--- src/rtl/morse_tx_if.sv ---
// Control and output bundle for the Morse serialiser; master drives the request side.
interface morse_tx_if #(
    parameter int PAT_W = 16,
    parameter int LEN_W = 5
);
    logic             start;
    logic             abort;
    logic             repeat_en;
    logic [PAT_W-1:0] pat;
    logic [LEN_W-1:0] len;
    logic             led_out;
    logic             busy;
    logic             done;

    modport master (
        output start, abort, repeat_en, pat, len,
        input  led_out, busy, done
    );

    modport slave (
        input  start, abort, repeat_en, pat, len,
        output led_out, busy, done
    );
endinterface

--- src/rtl/morse_tx.sv ---
// Morse serialiser: captured pattern goes out LSB first, one element per DIV_MAX+1 cycles, optional looping.
// First element appears 1 cycle after start; no backpressure, start is ignored while busy.
module morse_tx #(
    parameter int PAT_W     = 16,
    parameter int LEN_W     = 5,
    parameter int DIV_MAX   = 24999999,
    parameter int GAP_TICKS = 7
) (
    input  logic      clock,
    input  logic      reset_n,
    morse_tx_if.slave bus
);

    localparam logic [1:0] IDLE = 2'd0;
    localparam logic [1:0] SEND = 2'd1;
    localparam logic [1:0] GAP  = 2'd2;

    localparam int DIV_W = (DIV_MAX > 0) ? $clog2(DIV_MAX + 1) : 1;
    localparam int GAP_W = (GAP_TICKS > 0) ? $clog2(GAP_TICKS + 1) : 1;

    localparam logic [DIV_W-1:0] DIV_TC  = DIV_W'(DIV_MAX);
    localparam logic [DIV_W-1:0] DIV_ONE = DIV_W'(1);
    localparam logic [GAP_W-1:0] GAP_LD  = GAP_W'(GAP_TICKS);
    localparam logic [GAP_W-1:0] GAP_ONE = GAP_W'(1);
    localparam logic [LEN_W-1:0] LEN_MAX = LEN_W'(PAT_W);
    localparam logic [LEN_W-1:0] LEN_ONE = LEN_W'(1);

    logic [1:0]       state_q,   state_d;
    logic [DIV_W-1:0] div_q,     div_d;
    logic [PAT_W-1:0] shreg_q,   shreg_d;
    logic [PAT_W-1:0] pat_cap_q, pat_cap_d;
    logic [LEN_W-1:0] len_cap_q, len_cap_d;
    logic [LEN_W-1:0] cnt_q,     cnt_d;
    logic [GAP_W-1:0] gap_q,     gap_d;
    logic             led_q,     led_d;
    logic             done_q,    done_d;

    logic             tick;
    logic [LEN_W-1:0] eff_len;
    logic [PAT_W-1:0] shifted;

    always_comb begin
        state_d   = state_q;
        div_d     = div_q;
        shreg_d   = shreg_q;
        pat_cap_d = pat_cap_q;
        len_cap_d = len_cap_q;
        cnt_d     = cnt_q;
        gap_d     = gap_q;
        led_d     = led_q;
        done_d    = 1'b0;

        tick    = (div_q == DIV_TC);
        eff_len = (bus.len > LEN_MAX) ? LEN_MAX : bus.len;
        shifted = shreg_q >> 1;

        case (state_q)
            IDLE: begin
                if (bus.start && !bus.abort) begin
                    if (eff_len == '0) begin
                        done_d = 1'b1;
                    end else begin
                        pat_cap_d = bus.pat;
                        len_cap_d = eff_len;
                        shreg_d   = bus.pat;
                        cnt_d     = eff_len;
                        div_d     = '0;
                        led_d     = bus.pat[0];
                        state_d   = SEND;
                    end
                end
            end

            SEND: begin
                div_d = tick ? '0 : div_q + DIV_ONE;
                if (tick) begin
                    if (cnt_q == LEN_ONE) begin
                        // repeat_en only matters here, at the pattern boundary
                        if (!bus.repeat_en) begin
                            state_d = IDLE;
                            led_d   = 1'b0;
                            done_d  = 1'b1;
                            shreg_d = '0;
                            cnt_d   = '0;
                        end else if (GAP_TICKS == 0) begin
                            shreg_d = pat_cap_q;
                            cnt_d   = len_cap_q;
                            led_d   = pat_cap_q[0];
                        end else begin
                            state_d = GAP;
                            gap_d   = GAP_LD;
                            led_d   = 1'b0;
                            shreg_d = '0;
                            cnt_d   = '0;
                        end
                    end else begin
                        shreg_d = shifted;
                        led_d   = shifted[0];
                        cnt_d   = cnt_q - LEN_ONE;
                    end
                end
            end

            GAP: begin
                div_d = tick ? '0 : div_q + DIV_ONE;
                if (tick) begin
                    if (gap_q == GAP_ONE) begin
                        state_d = SEND;
                        gap_d   = '0;
                        shreg_d = pat_cap_q;
                        cnt_d   = len_cap_q;
                        led_d   = pat_cap_q[0];
                    end else begin
                        gap_d = gap_q - GAP_ONE;
                    end
                end
            end

            default: begin
                state_d = IDLE;
                led_d   = 1'b0;
            end
        endcase

        // abort wins over tick, reload and completion
        if (bus.abort && (state_q != IDLE)) begin
            state_d = IDLE;
            div_d   = '0;
            shreg_d = '0;
            cnt_d   = '0;
            gap_d   = '0;
            led_d   = 1'b0;
            done_d  = 1'b0;
        end
    end

    always_ff @(posedge clock or negedge reset_n) begin
        if (!reset_n) begin
            state_q   <= IDLE;
            div_q     <= '0;
            shreg_q   <= '0;
            pat_cap_q <= '0;
            len_cap_q <= '0;
            cnt_q     <= '0;
            gap_q     <= '0;
            led_q     <= 1'b0;
            done_q    <= 1'b0;
        end else begin
            state_q   <= state_d;
            div_q     <= div_d;
            shreg_q   <= shreg_d;
            pat_cap_q <= pat_cap_d;
            len_cap_q <= len_cap_d;
            cnt_q     <= cnt_d;
            gap_q     <= gap_d;
            led_q     <= led_d;
            done_q    <= done_d;
        end
    end

    assign bus.led_out = led_q;
    assign bus.busy    = (state_q != IDLE);
    assign bus.done    = done_q;

endmodule

--- src/flat_wrapper.sv ---
// flat-port wrapper written by rule: the top's interface ports become plain ports
module morse_tx_flat 
#(
    parameter int PAT_W     = 16,
    parameter int LEN_W     = 5,
    parameter int DIV_MAX   = 24999999,
    parameter int GAP_TICKS = 7
)
  (clock, reset_n, bus_start, bus_abort, bus_repeat_en, bus_pat, bus_len, bus_led_out, bus_busy, bus_done);
  morse_tx_if #(.PAT_W(PAT_W), .LEN_W(LEN_W)) bus_i ();
  input  logic clock;
  input  logic reset_n;
  input wire logic [$bits(bus_i.start)-1:0] bus_start;
  input wire logic [$bits(bus_i.abort)-1:0] bus_abort;
  input wire logic [$bits(bus_i.repeat_en)-1:0] bus_repeat_en;
  input wire logic [$bits(bus_i.pat)-1:0] bus_pat;
  input wire logic [$bits(bus_i.len)-1:0] bus_len;
  output wire logic [$bits(bus_i.led_out)-1:0] bus_led_out;
  output wire logic [$bits(bus_i.busy)-1:0] bus_busy;
  output wire logic [$bits(bus_i.done)-1:0] bus_done;
  assign bus_i.start = bus_start;
  assign bus_i.abort = bus_abort;
  assign bus_i.repeat_en = bus_repeat_en;
  assign bus_i.pat = bus_pat;
  assign bus_i.len = bus_len;
  assign bus_led_out = bus_i.led_out;
  assign bus_busy = bus_i.busy;
  assign bus_done = bus_i.done;
  morse_tx #(.PAT_W(PAT_W), .LEN_W(LEN_W), .DIV_MAX(DIV_MAX), .GAP_TICKS(GAP_TICKS)) u_core (.clock(clock), .reset_n(reset_n), .bus(bus_i));
endmodule
--- config.mk ---
export PLATFORM = sky130hd
export DESIGN_NAME = morse_tx_flat
export DESIGN_NICKNAME = d
export VERILOG_FILES = /design/src/rtl/morse_tx_if.sv /design/src/rtl/morse_tx.sv /design/src/flat_wrapper.sv
export SDC_FILE = /design/constraint.sdc
export NUM_CORES = 1
export LEC_CHECK = 0
export BUFFER_PORTS_ARGS = -buffer_cell sky130_fd_sc_hd__buf_2
export CAP_MARGIN = 10
export CORE_MARGIN = 5
export CORE_UTILIZATION = 65
export CTS_BUF_LIST = sky130_fd_sc_hd__clkbuf_16
export DETAILED_ROUTE_END_ITERATION = 10
export PLACE_DENSITY = 0.85
export RECOVER_POWER = 25
export SLEW_MARGIN = 20
export SYNTH_ARGS = -nofsm -noshare
export SYNTH_HDL_FRONTEND = slang
export SYNTH_SLANG_ARGS = --single-unit
--- constraint.sdc ---
create_clock -name clock -period 4.8 [get_ports clock]
set_clock_uncertainty 0.05 [all_clocks]
set_input_delay 0 -clock clock [delete_from_list [all_inputs] [get_ports clock]]
set_output_delay 0 -clock clock [all_outputs]
set_load 0.005 [all_outputs]
* Yosys cells after proc, flatten, opt, wreduce, memory -nomap -nowiden
Cells that the tools add are included.
** Word-level totals
- Input bits :: 26
- Word-level logic and storage cells :: 95
- Register bits after elaboration :: 74
** Cells by class
- Reduce and logical (&&, ||, !) cells :: 16
- Add/sub/neg operators :: 3
- Equal/unequal tests :: 12
- Mux-type cells :: 53
- Order comparisons :: 1
- Bitwise operators :: 1
** Operators by type and width (number)
- $mux W25 :: 4
- $mux W16 :: 6
- $pmux W25 S2 :: 1
- $pmux W16 S3 :: 1
- $mux W5 :: 8
- $add A25 B1 Y25 const B :: 1
- $eq A25 B25 Y1 const B :: 1
- $mux W3 :: 6
- $mux W2 :: 8
- $mux W15 :: 1
- $ne A3 B1 Y1 const B :: 5
- $pmux W5 S3 :: 1
- $mux W1 :: 13
- $reduce_and A6 Y1 :: 2
- $reduce_and A5 Y1 :: 2
- $pmux W2 S3 :: 1
- $pmux W3 S2 :: 1
- $reduce_and A3 Y1 :: 2
- $reduce_bool A3 Y1 :: 2
- $eq A5 B1 Y1 const B :: 1
- $gt A5 B5 Y1 const B :: 1
- $logic_not A5 Y1 :: 1
- $sub A5 B1 Y5 const B :: 1
- $reduce_bool A4 Y1 :: 1
- 14 further kinds :: 15

* Logic depth before layout (Yosys ltp)
Gate-level depths: netlist of run 1.
- Depth in word-level cells :: 7
- Mapped depth :: 10
- Depth with buffers taken out :: 8

* Least setup slack after synthesis of run 1
OpenSTA, ideal clock, no wires.
- Path type :: register -> register
- From :: register u_core.div_q[0]
- To :: register u_core.cnt_q[2]
- Cell stages (with the launch flop) :: 10
- Setup time :: 127 ps
- Data arrival time :: 2317 ps
- Clock period less this slack :: 2494 ps
- Required time :: 4623 ps
- Path slack :: 2306 ps
- Path through :: dfrtp_1 -> ha_1 -> nand3_2 -> or3_4 -> or3_1 -> buf_2 -> a2111o_1 -> buf_6 -> o21ai_1 -> o31ai_2
** Between the ends
- Word-level cells in the longest chain between the ends :: 3
- Elaborated cells between the ends (all ways) :: 4
- Classes of those cells :: eq/ne (3); reduce/logical (1)
** Ends and longest elaborated chain
- start, declared :: RTL line morse_tx.sv:29 : logic [DIV_W-1:0] div_q, div_d;
- start signal, assigned :: RTL line morse_tx.sv:150 : div_q <= div_d;
- $eq A25 B25 Y1 * :: RTL line morse_tx.sv:53 : tick = (div_q == DIV_TC);
- $ne A3 B1 Y1 (no source line)
- $reduce_and A6 Y1 (no source line) *
- end signal, assigned :: RTL line morse_tx.sv:154 : cnt_q <= cnt_d;
- end, declared :: RTL line morse_tx.sv:33 : logic [LEN_W-1:0] cnt_q, cnt_d;
Mark *: on every way between the ends. The rest lies on a longest branch, timed or not.
A chain may end at the register's enable or synchronous reset.

* Final worst setup path of run 1
Same ends and word-level chain as after synthesis.

==> summary.md, run 1 <==
| Metric | Value |
|---|---|
| Status | `finished, violations left` |
| Failing checks | `capacitance limit, slew limit` |
| Antenna-violating nets left | `0` |
| Async set-reset flop share out of synthesis | `100%` |
| Drt pass-1 iters | `6` |
| Nets | `between 500 and 600` |
| Initial antenna violation count | `0` |
| Critical-path top delay cell | `a2111o_2` |
| Syn-to-layout area delta | `18.7%` |
| Mapped cell area | `0.00394 mm^2` |
| WP data required | `4.95 ns` |
| GPL Wtd Cong | `roughly 0.87` |
| MaxCap Viol Count | `1` |
| CTS root buffer | `clkbuf_16` |
| First-pass GRT wire length | `around 17000 um` |
| RSZ-0062 raised after global routing | `false` |
| GRT Util Overall | `28.3%` |
| Synth area leaders | `dfrtp_1 46%, nand2_1 9.2%, nor2_1 4.8%, a21oi_1 4.7%, o21ai_0 4.3%` |
| Synthesized Nets | `roughly 500` |
| Yosys Warn Count | `0` |
| Crit path launch | `u_core.div_q[0]$_DFFE_PN0P_` |
| Post-DP HPWL | `between 6000 and 7000 um` |
| Placed insts | `~550` |
| Drc violations | `0` |
| Post-synth EDFFs | `0` |
| Yosys top cell by area | `dfrtp_1` |
| Mapped Cells | `between 400 and 500` |
| Worst Tran Pin Value | `~1.8 ns` |
| Core ar. | `around 0.0059 mm^2` |
| I/O Buffers | `28` |
| WL final | `9930 um` |
| Num rows | `28` |
| WL/cell | `between 15 and 20 um` |
| Mux cell area share after synthesis | `less than 1%` |
| Critical Path, Cell by Cell | `ha_1 -> nand3_2 -> or3_4 -> or3_1 -> a2111o_2 -> o21ai_1 -> o31ai_2` |
| First DRT Iteration DRCs | `between 300 and 400` |
| Worst path max stage delay | `between 0.7 and 0.8 ns` |
| Synth top area share | `46.3%` |
| Max Clk Rate | `between 300 and 400 MHz` |
| CTS sink cnt | `73` |
| PD cells | `roughly 620 mW/mm^2` |
| CTS tree | `yes` |
| Worst-path clk slew | `around 0.060 ns` |
| Synth Area in Compound Gates | `between 10% and 20%` |
| Largest net degree at the start of global routing | `74` |
| Clk_lat worst skew | `between 0.3 and 0.4 ns` |
| # diodes | `0` |
| Post-synth top cells | `97 x nand2_1, 73 x dfrtp_1, 50 x nor2_1, 37 x a21oi_1, 34 x o21ai_0` |
| I/O Pins | `29` |
| R2r setup slk | `approximately 1.9 ns` |
| CP Launch Type | `flip-flop` |
| R2r startpoint | `u_core.div_q[0]$_DFFE_PN0P_` |
| Mean Syn Cell Area | `about 8.5 um^2` |
| CP max FO | `40` |
| Lkg Pwr | `2.13 nW` |
| Min Tclk post-route | `~2.9 ns` |
| Post-synth top flop | `dfrtp_1` |
| Cell variety after synth | `53` |
| Pins Over Slew Limit | `74` |
| Worst setup EP type | `flip-flop` |
| Hold Path Origin | `bus_start` |
| Simple-gate portion of the synthesized area | `between 20% and 30%` |
| Synth Area in XOR/XNOR | `between 3 and 4%` |
| Via density | `roughly 6.2` |
| Die W | `87.9 um` |
| Longest Clk Path Bufs | `2` |
| Grt ovf | `0` |
| Initial Utilization | `66.6%` |
| Endpoints failing setup | `0` |
| Layout cells sized above 1 | `between 10% and 20%` |
| Fin crit share | `between 60% and 70%` |
| Crit path DAT | `approximately 3.1 ns` |
| Largest family of logic cells by synthesized area | `simple AND/OR/NAND/NOR gates` |
| Critical path class | `reg -> reg` |
| Fin cells | `between 500 and 600` |
| Setup TNS | `0 ns` |
| Worst slew margin | `-19.9%` |
| Seq/Total Area, Yosys | `46.3%` |
| Die area | `slightly below 0.008 mm^2` |
| Final Hold Vio Count | `0` |
| H-tree Lvls | `3` |
| Count leader, synth | `nand2_1` |
| Num CTS Buffers | `9` |
| Vias in the first global route | `roughly 3700` |
| DR vias | `approximately 3700` |
| Hold Path Class | `in -> reg` |
| Post-synthesis adder-cell area fraction | `2.86%` |
| Peak supply drop | `around 0.37 mV` |
| Die height | `~90 um` |
| #FFs+latches synth | `73` |
-- per-layer routing --
| metal | track usage, % | vias up | part of all wire [%] |
|---|---|---|---|
| met5 | 0 | - | 0 |
| met4 | 17.6 | 0 | 4.9 |
| met3 | 4.33 | 46 | 5.9 |
| met2 | 47.5 | 188 | 50 |
| met1 | 34.1 | 1743 | 39 |
| li1 | - | 1684 | - |
-- final cells by class --
type                    instances  area [um^2]
multi-input cells             356         1980
flip-flops and latches         73         1830
fillers                       355         1240
repair buffers                 58          422
clock buffers                   9          225
clock inverters                 7         93.8
well taps                      75         93.8
inverters                      11         41.3
-- cell families after synthesis --
group / count (synthesis)
simple gates: 222
mux: 1
flops: 73
fa+ha+maj: 9
xor+xnor: 15
buf+inv: 35
compound gates: 109
-- final timing paths --
path                                                    to  depth (start not counted)
max                            u_core.cnt_q[2]$_DFFE_PN0P_                          7
min                              u_core.bus.done$_DFF_PN0_                          4
max reg2reg                    u_core.cnt_q[2]$_DFFE_PN0P_                          7
min reg2reg                u_core.pat_cap_q[2]$_DFFE_PN0P_                          2
max in group asynchronous     u_core.div_q[20]$_DFFE_PN0P_                          3
min in group asynchronous  u_core.pat_cap_q[4]$_DFFE_PN0P_                          3
-- state kept, by name, summed over array words and instances, names as in the netlist --
register            cells
u_core.div_q           25
u_core.pat_cap_q       16
u_core.shreg_q         15
u_core.cnt_q            5
u_core.len_cap_q        5
u_core.gap_q            3
u_core.state_q          2
u_core.bus.done         1
u_core.bus.led_out      1
-- metrics by stage --
stage,setup WS (ns),area [um^2],total power [mW],hold WS (ns),util [%]
after floorplan,2.31,3940,1.82,-0.346,-
after global placement,1.81,4120,2.05,0.151,69.6
after CTS,1.67,4680,2.86,0.0873,79.1
after global routing,1.70,4680,3.10,0.127,79.1
final,1.86,4680,2.90,0.105,79.1
after detailed placement,1.69,4120,2.11,0.157,69.6
-- worst max-delay path: cells and delay by family, from the launching register on --
family / cells / cell delay, ns
AO/OA/AOI/OAI: 3 / 1.11
adder cells (fa/ha/maj): 1 / 0.22
flip-flops: 1 / 0.38
AND/OR/NAND/NOR: 3 / 1.04
-- repair_timing --
item	in CTS	in global routing
resized for setup	0	0
hold buffers	24	0
buffers inserted	0	0
setup endpoints to repair	0	0
endpoints found under the hold margin	95	0
-- layout by cell type, fill, tap and decap left out, drive strengths merged, types with 3 or more instances in the layout --
cell         Yosys  layout
nand2           97      97
dfrtp           73      73
nor2            50      50
a21oi           37      37
o21ai           36      36
buf              4      32
dlygate4sd3      0      24
nor2b           21      21
xor2            13      13
nand3           12      12
inv             10      11
clkbuf          20      11
ha               9       9
o31ai            8       8
nor3             6       6
and2             6       6
and3             5       5
nand4            5       5
nand2b           4       4
clkinv           1       4
nor4b            3       3
and4             3       3
nor3b            3       3
o21bai           3       3
a31oi            3       3
o41ai            3       3
or3              3       3
-- where the power goes --
group          switching [mW]  total [mW]  leakage [nW]  internal, mW
combinational           0.850        1.28          1.01         0.433
sequential              0.110       0.896         0.966         0.786
clock                   0.266       0.721         0.153         0.455
total                    1.23        2.90          2.13          1.67
(Power assumes the default switching activity.)
==> inputs of run 2 (changes only) <==
ABC_AREA = 1   (was not set)
CORE_UTILIZATION = 55   (was 65)
PLACE_DENSITY = 0.76   (was 0.85)
clock period = 2.6 ns   (was 4.8 ns; I/O delays follow)
==> run 2 against run 1 <==
  * The flow still finishes with violations (capacitance limit, slew limit)
  * Flip-flop and latch count did not move
  * Combinational power rose by 60%
  * Hold slack got worse by 0.075 ns
  * Sequential share of layout area fell by 3.8 points
  * Count of clock-buffer cells in the layout did not move
  * Synthesized cell count rose by 40%
  * Utilization fell by 15 points
  * Critical path depth rose by 2
  * Total power rose by 71%
  * Critical path type unchanged
==> summary.md, run 2 <==
| Metric | Value |
|---|---|
| Async set-reset flop share out of synthesis | `100% (unchanged)` |
| Post-synth top cells | `205 x nand2_1, 73 x dfrtp_1, 73 x inv_1, 67 x nor2_1, 50 x o21ai_0` |
| Yosys top cell by area | `dfrtp_1` |
| Largest register by flop count | `u_core.div_q` |
| Sequential share of power | `33.5% (+2.6 points)` |
| Worst Tran Pin Value | `1.82 ns (+0.0248 ns)` |
| Max Clk Rate | `449 MHz (+32%)` |
| Crit-path leading delay family | `simple AND/OR/NAND/NOR gates` |
| Hold Path Class | `in -> reg` |
| Seq/Total Area, Yosys | `40.8% (-5.5 points)` |
| Pins Over Slew Limit | `74 (unchanged)` |
| WP buf/inv | `2 (+2)` |
| Crit path launch | `u_core.state_q[0]$_DFFE_PN0P_` |
| Final Hold Vio Count | `0 (unchanged)` |
| Die W | `100 um (+14%)` |
| Post-DP HPWL | `7350 um (+20%)` |
| Longest Clk Path Bufs | `2 (unchanged)` |
| Die height | `100 um (+14%)` |
| First-pass GRT wire length | `19100 um (+12%)` |
| Synth top area share | `40.8% (-5.5 points)` |
| Antenna-violating nets left | `0 (unchanged)` |
| Most frequent cells in the layout | `205 x nand2_1, 74 x inv_1, 73 x dfrtp_1` |
| Worst-path clk slew | `0.06 ns (about the same)` |
| Via density | `5.33 (-14%)` |
| # diodes | `0 (unchanged)` |
| Min Tclk post-route | `2.23 ns (-0.714 ns)` |
| Yosys Warn Count | `0 (unchanged)` |
| Mean Syn Cell Area | `6.90 um^2 (-19%)` |
| MaxCap Viol Count | `1 (unchanged)` |
| Status | `finished, violations left` |
| Layout cells sized above 1 | `9.87% (-1.4 points)` |
| Critical Path, Cell by Cell | `inv_1 -> ha_1 -> inv_2 -> nand2_4 -> nand2_2 -> nor2_4 -> nand2_1 -> o21a_1 -> o21ai_1` |
| Reg2reg path depth | `9 (+2)` |
| Post-synth top flop | `dfrtp_1` |
| Clk_lat worst skew | `0.33 ns (about the same)` |
| P_sw | `2.05 mW (+67%)` |
| Layout fillers | `711 (+100%)` |
| Clock share of power | `25.0% (about the same)` |
| Initial antenna violation count | `0 (unchanged)` |
| Post-synth EDFFs | `0 (unchanged)` |
| R2r startpoint | `u_core.state_q[0]$_DFFE_PN0P_` |
| GPL Wtd Cong | `0.909 (+4.1%)` |
| Failing checks | `capacitance limit, slew limit` |
| I/O Pins | `29 (unchanged)` |
| CTS tree | `yes` |
| Die area | `0.0100 mm^2 (+30%)` |
| H-tree Lvls | `3 (unchanged)` |
| Mapped Cells | `649 (+40%)` |
| Internal | `2.90 mW (+73%)` |
| Combinational share of power | `41.5% (-2.8 points)` |
| R2r setup slk | `0.37 ns (-1.49 ns)` |
| Drt pass-1 iters | `5 (-1)` |
| CTS root buffer | `clkbuf_16` |
| Mapped cell area | `0.00448 mm^2 (+13%)` |
| CP max FO | `17 (-57%)` |
| #FFs+latches synth | `73 (unchanged)` |
| Biggest regs | `u_core.div_q x25, u_core.pat_cap_q x16, u_core.shreg_q x15` |
| Lkg Pwr | `2.48 nW (+16%)` |
| Count leader, synth | `nand2_1` |
| Max reg flops | `25 (unchanged)` |
| Hold endpoint | `u_core.bus.done$_DFF_PN0_` |
| Largest net degree at the start of global routing | `74 (unchanged)` |
| Crit path DAT | `2.44 ns (-0.65 ns)` |
| Worst setup EP type | `flip-flop` |
| CTS sink cnt | `73 (unchanged)` |
| Num CTS Buffers | `9 (unchanged)` |
| Cell variety after synth | `34 (-36%)` |
| Syn-to-layout area delta | `16.0%` |
| Switch share | `41.4% (-0.83 points)` |
| Worst slew margin | `-21.6% (-1.7 points)` |
| Design Power | `4.95 mW (+71%)` |
| RSZ-0062 raised after global routing | `false` |
| Fin crit share | `85.7% (+24 points)` |
| Endpoints failing setup | `0 (unchanged)` |
| I/O Buffers | `28 (unchanged)` |
| Drc violations | `0 (unchanged)` |
| Hold Path Origin | `bus_abort` |
| Worst path max stage delay | `0.44 ns (-0.32 ns)` |
| Grt ovf | `0 (unchanged)` |
| GRT Util Overall | `23.5% (-4.8 points)` |
| WL final | `10800 um (+8.5%)` |
| Critical-path top delay cell | `dfrtp_1` |
| Num rows | `33 (+18%)` |
| DR vias | `4285 (+17%)` |
| Reg2reg end | `u_core.cnt_q[0]$_DFFE_PN0P_` |
| First DRT Iteration DRCs | `330 (-10%)` |
| Setup TNS | `0 ns (unchanged)` |
| WL/cell | `13.4 um (-21%)` |
| WP data required | `2.81 ns (-2.14 ns)` |
| Vias in the first global route | `4144 (+12%)` |
| Final Util | `64.5% (-15 points)` |
| Synth area leaders | `dfrtp_1 41%, nand2_1 17%, inv_1 6.1%, nor2_1 5.6%, o21ai_0 5.6%` |
| Synthesized Nets | `684 (+37%)` |
| Nets | `729 (+34%)` |
| CP Launch Type | `flip-flop` |
| Peak supply drop | `0.580 mV (+56%)` |
| Commonest non-fill, non-tap cell in the layout | `nand2_1` |
| Critical path class | `reg -> reg` |
| Core ar. | `0.00805 mm^2 (+36%)` |
| Initial Utilization | `55.6% (-11 points)` |
| PD cells | `953 mW/mm^2 (+54%)` |
| Hold Path Stages | `3 (-1)` |
## run 2: changes by cell type in the layout (fill, tap and decap cells not counted), moves of 16 or more
cell     before  now
nor2_1       50   67
a21oi_1      36    9
nand2_1      97  205
o21ai_1       2   24
nor2b_1      21    0
nand3_1      11   44
inv_1        10   74
o21ai_0      34   50
## run 2: cell type report
type	count	area, um^2	share of cell area [%]
flip-flops and latches	73	1830	35.2
well taps	105	131	2.53
clock inverters	7	71.3	1.37
repair buffers	57	415	8.00
clock buffers	9	225	4.34
inverters	80	303	5.83
multi-input cells	473	2220	42.7
## run 2: timing repair
action | CTS | global route
hold buffers | 23 | 0
endpoints found under the setup margin | 0 | 7
endpoints found under the hold margin | 95 | 0
setup buffers | 0 | 0
resized for setup | 0 | 3
## run 2: worst max-delay path by stage
stage	slack, ns	endpoint	cells past startpoint
floorplan	0.79	u_core.shreg_q[2]$_DFFE_PN0P_	9
global placement	0.35	u_core.div_q[8]$_DFFE_PN0P_	12
detailed placement	0.22	u_core.div_q[20]$_DFFE_PN0P_	12
CTS	0.22	u_core.div_q[20]$_DFFE_PN0P_	12
global route	0.17	u_core.div_q[20]$_DFFE_PN0P_	12
finish	0.37	u_core.cnt_q[0]$_DFFE_PN0P_	9
## run 2: stage by stage
step                      instance area, um^2  setup WS [ns]  hold slack [ns]  cells
final                                    5190          0.371           0.0299    804
after global routing                     5190          0.169           0.0636    804
after CTS                                5190          0.215           0.0189    804
after detailed placement                 4660          0.218            0.156    765
after global placement                   4660          0.348            0.147    765
after floorplan                          4480          0.795           -0.346    649
## run 2: kinds of logic (layout without fill, tap and decap cells)
family / count (synthesis) / in the layout / synth area share, %
xor gates and xnor gates: 4 / 4 / 0.783
adders and majority gates: 9 / 9 / 2.52
and+or+nand+nor: 366 / 366 / 35.0
AOI/OAI and AO/OA: 94 / 94 / 11.2
DFF: 73 / 73 / 40.8
buffers and inverters: 103 / 153 / 9.70
## run 2: worst min-delay path, delay by kind of cell
kind,cells,cell delay (ns)
buffers and inverters,1,0.13
AOI/OAI and AO/OA,1,0.13
and+or+nand+nor,1,0.12
## run 2: power by group through the flow
stage               clock (mW)  combinational (mW)  sequential (mW)
floorplan                    0                1.63             1.62
global placement             0                1.92             1.66
detailed placement           0                1.98             1.67
CTS                       1.26                2.03             1.65
global route              1.31                2.37             1.70
finish                    1.24                2.05             1.66
## run 2: metal layers
| layer | global-route usage [%] | up-vias | wire length [um] |
|---|---|---|---|
| met3 | 3.06 | 28 | 512 |
| met1 | 31.9 | 1990 | 4910 |
| met4 | 9.95 | 0 | 297 |
| li1 | - | 2146 | - |
| met5 | 0 | - | 0 |
| met2 | 38.0 | 121 | 5060 |
==> inputs of run 3 (changes only) <==
CELL_PAD_IN_SITES_DETAIL_PLACEMENT = 0   (was not set)
CELL_PAD_IN_SITES_GLOBAL_PLACEMENT = 1   (was not set)
CORE_UTILIZATION = 40   (was 55)
PLACE_DENSITY = not set   (was 0.76)
PLACE_DENSITY_LB_ADDON = 0.1   (was not set)
==> run 3 against run 2 <==
  * The flow now finishes without violations
  * Register-to-register slack got worse by 0.03 ns
  * Critical path depth is 3 higher
  * Hold slack better by 0.048 ns
  * Fmax shrank 1.2%
  * Largest cell class unchanged
  * Largest power group unchanged
==> summary.md, run 3 (synthesis results as in run 2) <==
| Metric | Value |
|---|---|
| Internal | `2.89 mW (-0.18%)` |
| CTS sink cnt | `73 (unchanged)` |
| Via density | `4.94 (-7.3%)` |
| Critical path class | `reg -> reg` |
| Design area | `0.00524 mm^2 (+0.96%)` |
| Die area | `0.0134 mm^2 (+33%)` |
| WP data required | `2.80 ns (about the same)` |
| DR vias | `4153 (-3.1%)` |
| Syn-to-layout area delta | `17.1%` |
| WP depth | `12 (+3)` |
| Min Tclk post-route | `2.26 ns (+0.0263 ns)` |
| Status | `complete, no violations` |
| Sequential share of power | `33.6% (about the same)` |
| Die height | `116 um (+16%)` |
| Initial antenna violation count | `0 (unchanged)` |
| Endpoints failing setup | `0 (unchanged)` |
| WP buf/inv | `5 (+3)` |
| Worst setup path end | `u_core.div_q[7]$_DFFE_PN0P_` |
| Reg2reg end | `u_core.div_q[7]$_DFFE_PN0P_` |
| H-tree Lvls | `3 (unchanged)` |
| R2r setup slk | `0.34 ns (-0.03 ns)` |
| First-pass GRT wire length | `19900 um (+4.1%)` |
| Max reg flops | `25 (unchanged)` |
| Drt pass-1 iters | `6 (+1)` |
| R2r startpoint | `u_core.state_q[1]$_DFFE_PN0P_` |
| Num CTS Buffers | `9 (unchanged)` |
| Worst setup EP type | `flip-flop` |
| Largest register by flop count | `u_core.div_q` |
| Layout cells sized above 1 | `9.84% (-0.028 points)` |
| Worst slew margin | `10.0% (+32 points)` |
| Hold Path Class | `in -> reg` |
| WL final | `11600 um (+7.3%)` |
| Final Hold Vio Count | `0 (unchanged)` |
| Lkg Pwr | `2.49 nW (+0.42%)` |
| Worst path max stage delay | `0.42 ns (-0.02 ns)` |
| Post CTS Setup Buffer Count | `0 (unchanged)` |
| First DRT Iteration DRCs | `261 (-21%)` |
| Vias in the first global route | `4056 (-2.1%)` |
| Core ar. | `0.0109 mm^2 (+35%)` |
| MaxCap Viol Count | `0 (-1)` |
| I/O Pins | `29 (unchanged)` |
| Post-CTS sizing | `0 (unchanged)` |
| CTS root buffer | `clkbuf_16` |
| Crit-path leading delay family | `simple AND/OR/NAND/NOR gates` |
| GPL Wtd Cong | `0.851 (-6.4%)` |
| DP Area | `0.00471 mm^2 (+1.1%)` |
| GRT Util Overall | `18.8% (-4.8 points)` |
| P_sw | `2.05 mW (-0.18%)` |
| # diodes | `0 (unchanged)` |
| CP Launch Type | `flip-flop` |
| Fin crit share | `86.7% (+1.0 points)` |
| Critical-path top delay cell | `dfrtp_1` |
| Worst-path clk slew | `0.06 ns (about the same)` |
| Longest Clk Path Bufs | `2 (unchanged)` |
| Hold Path Stages | `4 (+1)` |
| Die W | `116 um (+16%)` |
| Pins Over Slew Limit | `0 (-100%)` |
| Crit path launch | `u_core.state_q[1]$_DFFE_PN0P_` |
| Peak supply drop | `0.405 mV (-30%)` |
| Commonest non-fill, non-tap cell in the layout | `nand2_1` |
| Post-DP HPWL | `8140 um (+11%)` |
| RSZ-0062 raised after global routing | `false` |
| CTS tree | `yes` |
| Most frequent cells in the layout | `205 x nand2_1, 74 x inv_1, 73 x dfrtp_1` |
| Clk_lat worst skew | `0.34 ns (about the same)` |
| Grt ovf | `0 (unchanged)` |
| Antenna-violating nets left | `0 (unchanged)` |
| Worst Tran Pin Value | `1.35 ns (-0.473 ns)` |
| Largest net degree at the start of global routing | `74 (unchanged)` |
| Clock share of power | `24.9% (about the same)` |
| CP most frequent cell | `inv_2` |
| Initial Utilization | `41.1% (-14 points)` |
| Num rows | `38 (+15%)` |
| Reg2reg path depth | `12 (+3)` |
| Setup TNS | `0 ns (unchanged)` |
| Nets | `732 (+0.41%)` |
| Crit path DAT | `2.46 ns (+0.02 ns)` |
| Critical Path, Cell by Cell | `inv_1 -> ha_1 -> inv_2 -> nand2_4 -> nand2_1 -> nand2_1 -> inv_2 -> nand2_4 -> inv_2 -> nand2_2 -> inv_1 -> nor3_1` |
| CP max FO | `14 (-3)` |
| Drc violations | `0 (unchanged)` |
| Worst hold margin | `0.0775 ns (+0.0476 ns)` |
| Max Clk Rate | `443 MHz (-1.2%)` |
| Combinational share of power | `41.6% (about the same)` |
| PD cells | `942 mW/mm^2 (-1.1%)` |
| Biggest regs | `u_core.div_q x25, u_core.pat_cap_q x16, u_core.shreg_q x15` |
| Switch share | `41.4% (about the same)` |
| WL/cell | `13.7 um (+2.5%)` |
| I/O Buffers | `28 (unchanged)` |
run 3: per-stage QoR:
| stage | power (mW) | utilization [%] | cells | worst slack, ns |
|---|---|---|---|---|
| 6_report | 4.94 | 48.1 | 841 | 0.345 |
| 5_1_grt | 5.40 | 48.1 | 841 | 0.102 |
| 4_1_cts | 5.00 | 48.1 | 840 | 0.343 |
| 3_5_place_dp | 3.71 | 43.3 | 801 | 0.392 |
| 3_3_place_gp | 3.67 | 43.3 | 801 | 0.454 |
| 2_1_floorplan | 3.25 | - | 649 | 0.795 |
run 3: worst reg2reg max path: cells and delay by family (launching register included):
family	cells	cell delay, ns
fa+ha+maj	1	0.29
buf+inv	5	0.54
flops	1	0.42
simple gates	6	0.85
run 3: worst min-delay path by stage:
stage,startpoint,end
after floorplan,reset_n,u_core.bus.done$_DFF_PN0_
after global routing,bus_start,u_core.bus.done$_DFF_PN0_
after global placement,reset_n,u_core.cnt_q[2]$_DFFE_PN0P_
final,bus_start,u_core.bus.done$_DFF_PN0_
after CTS,bus_start,u_core.bus.done$_DFF_PN0_
after detailed placement,reset_n,u_core.pat_cap_q[0]$_DFFE_PN0P_
run 3: metal layers:
metal	global-route usage [%]	share of wire, %
met5	0	0
met4	7.19	2.0
met3	3.29	4.3
met2	28.4	43
met1	26.9	51
run 3: power groups by stage:
stage	clock, mW	sequential, mW	combinational (mW)
finish	1.23	1.66	2.05
global route	1.32	1.70	2.38
CTS	1.26	1.65	2.08
detailed placement	0	1.67	2.04
global placement	0	1.66	2.01
floorplan	0	1.62	1.63
run 3: area by class of cell:
type                            count  area (um^2)
Inverter                           80          300
Clock inverter                      6         61.3
Tap cell                          140          175
Multi-Input combinational cell    473         2210
Clock buffer                        9          225
Timing Repair Buffer               60          439
Fill cell                        1089         5650
Sequential cell                    73         1830
run 3: repair_timing:
item                                    in CTS  in global routing
endpoints found under the setup margin       0                  0
hold endpoints to repair                    97                  0
hold buffers                                24                  0
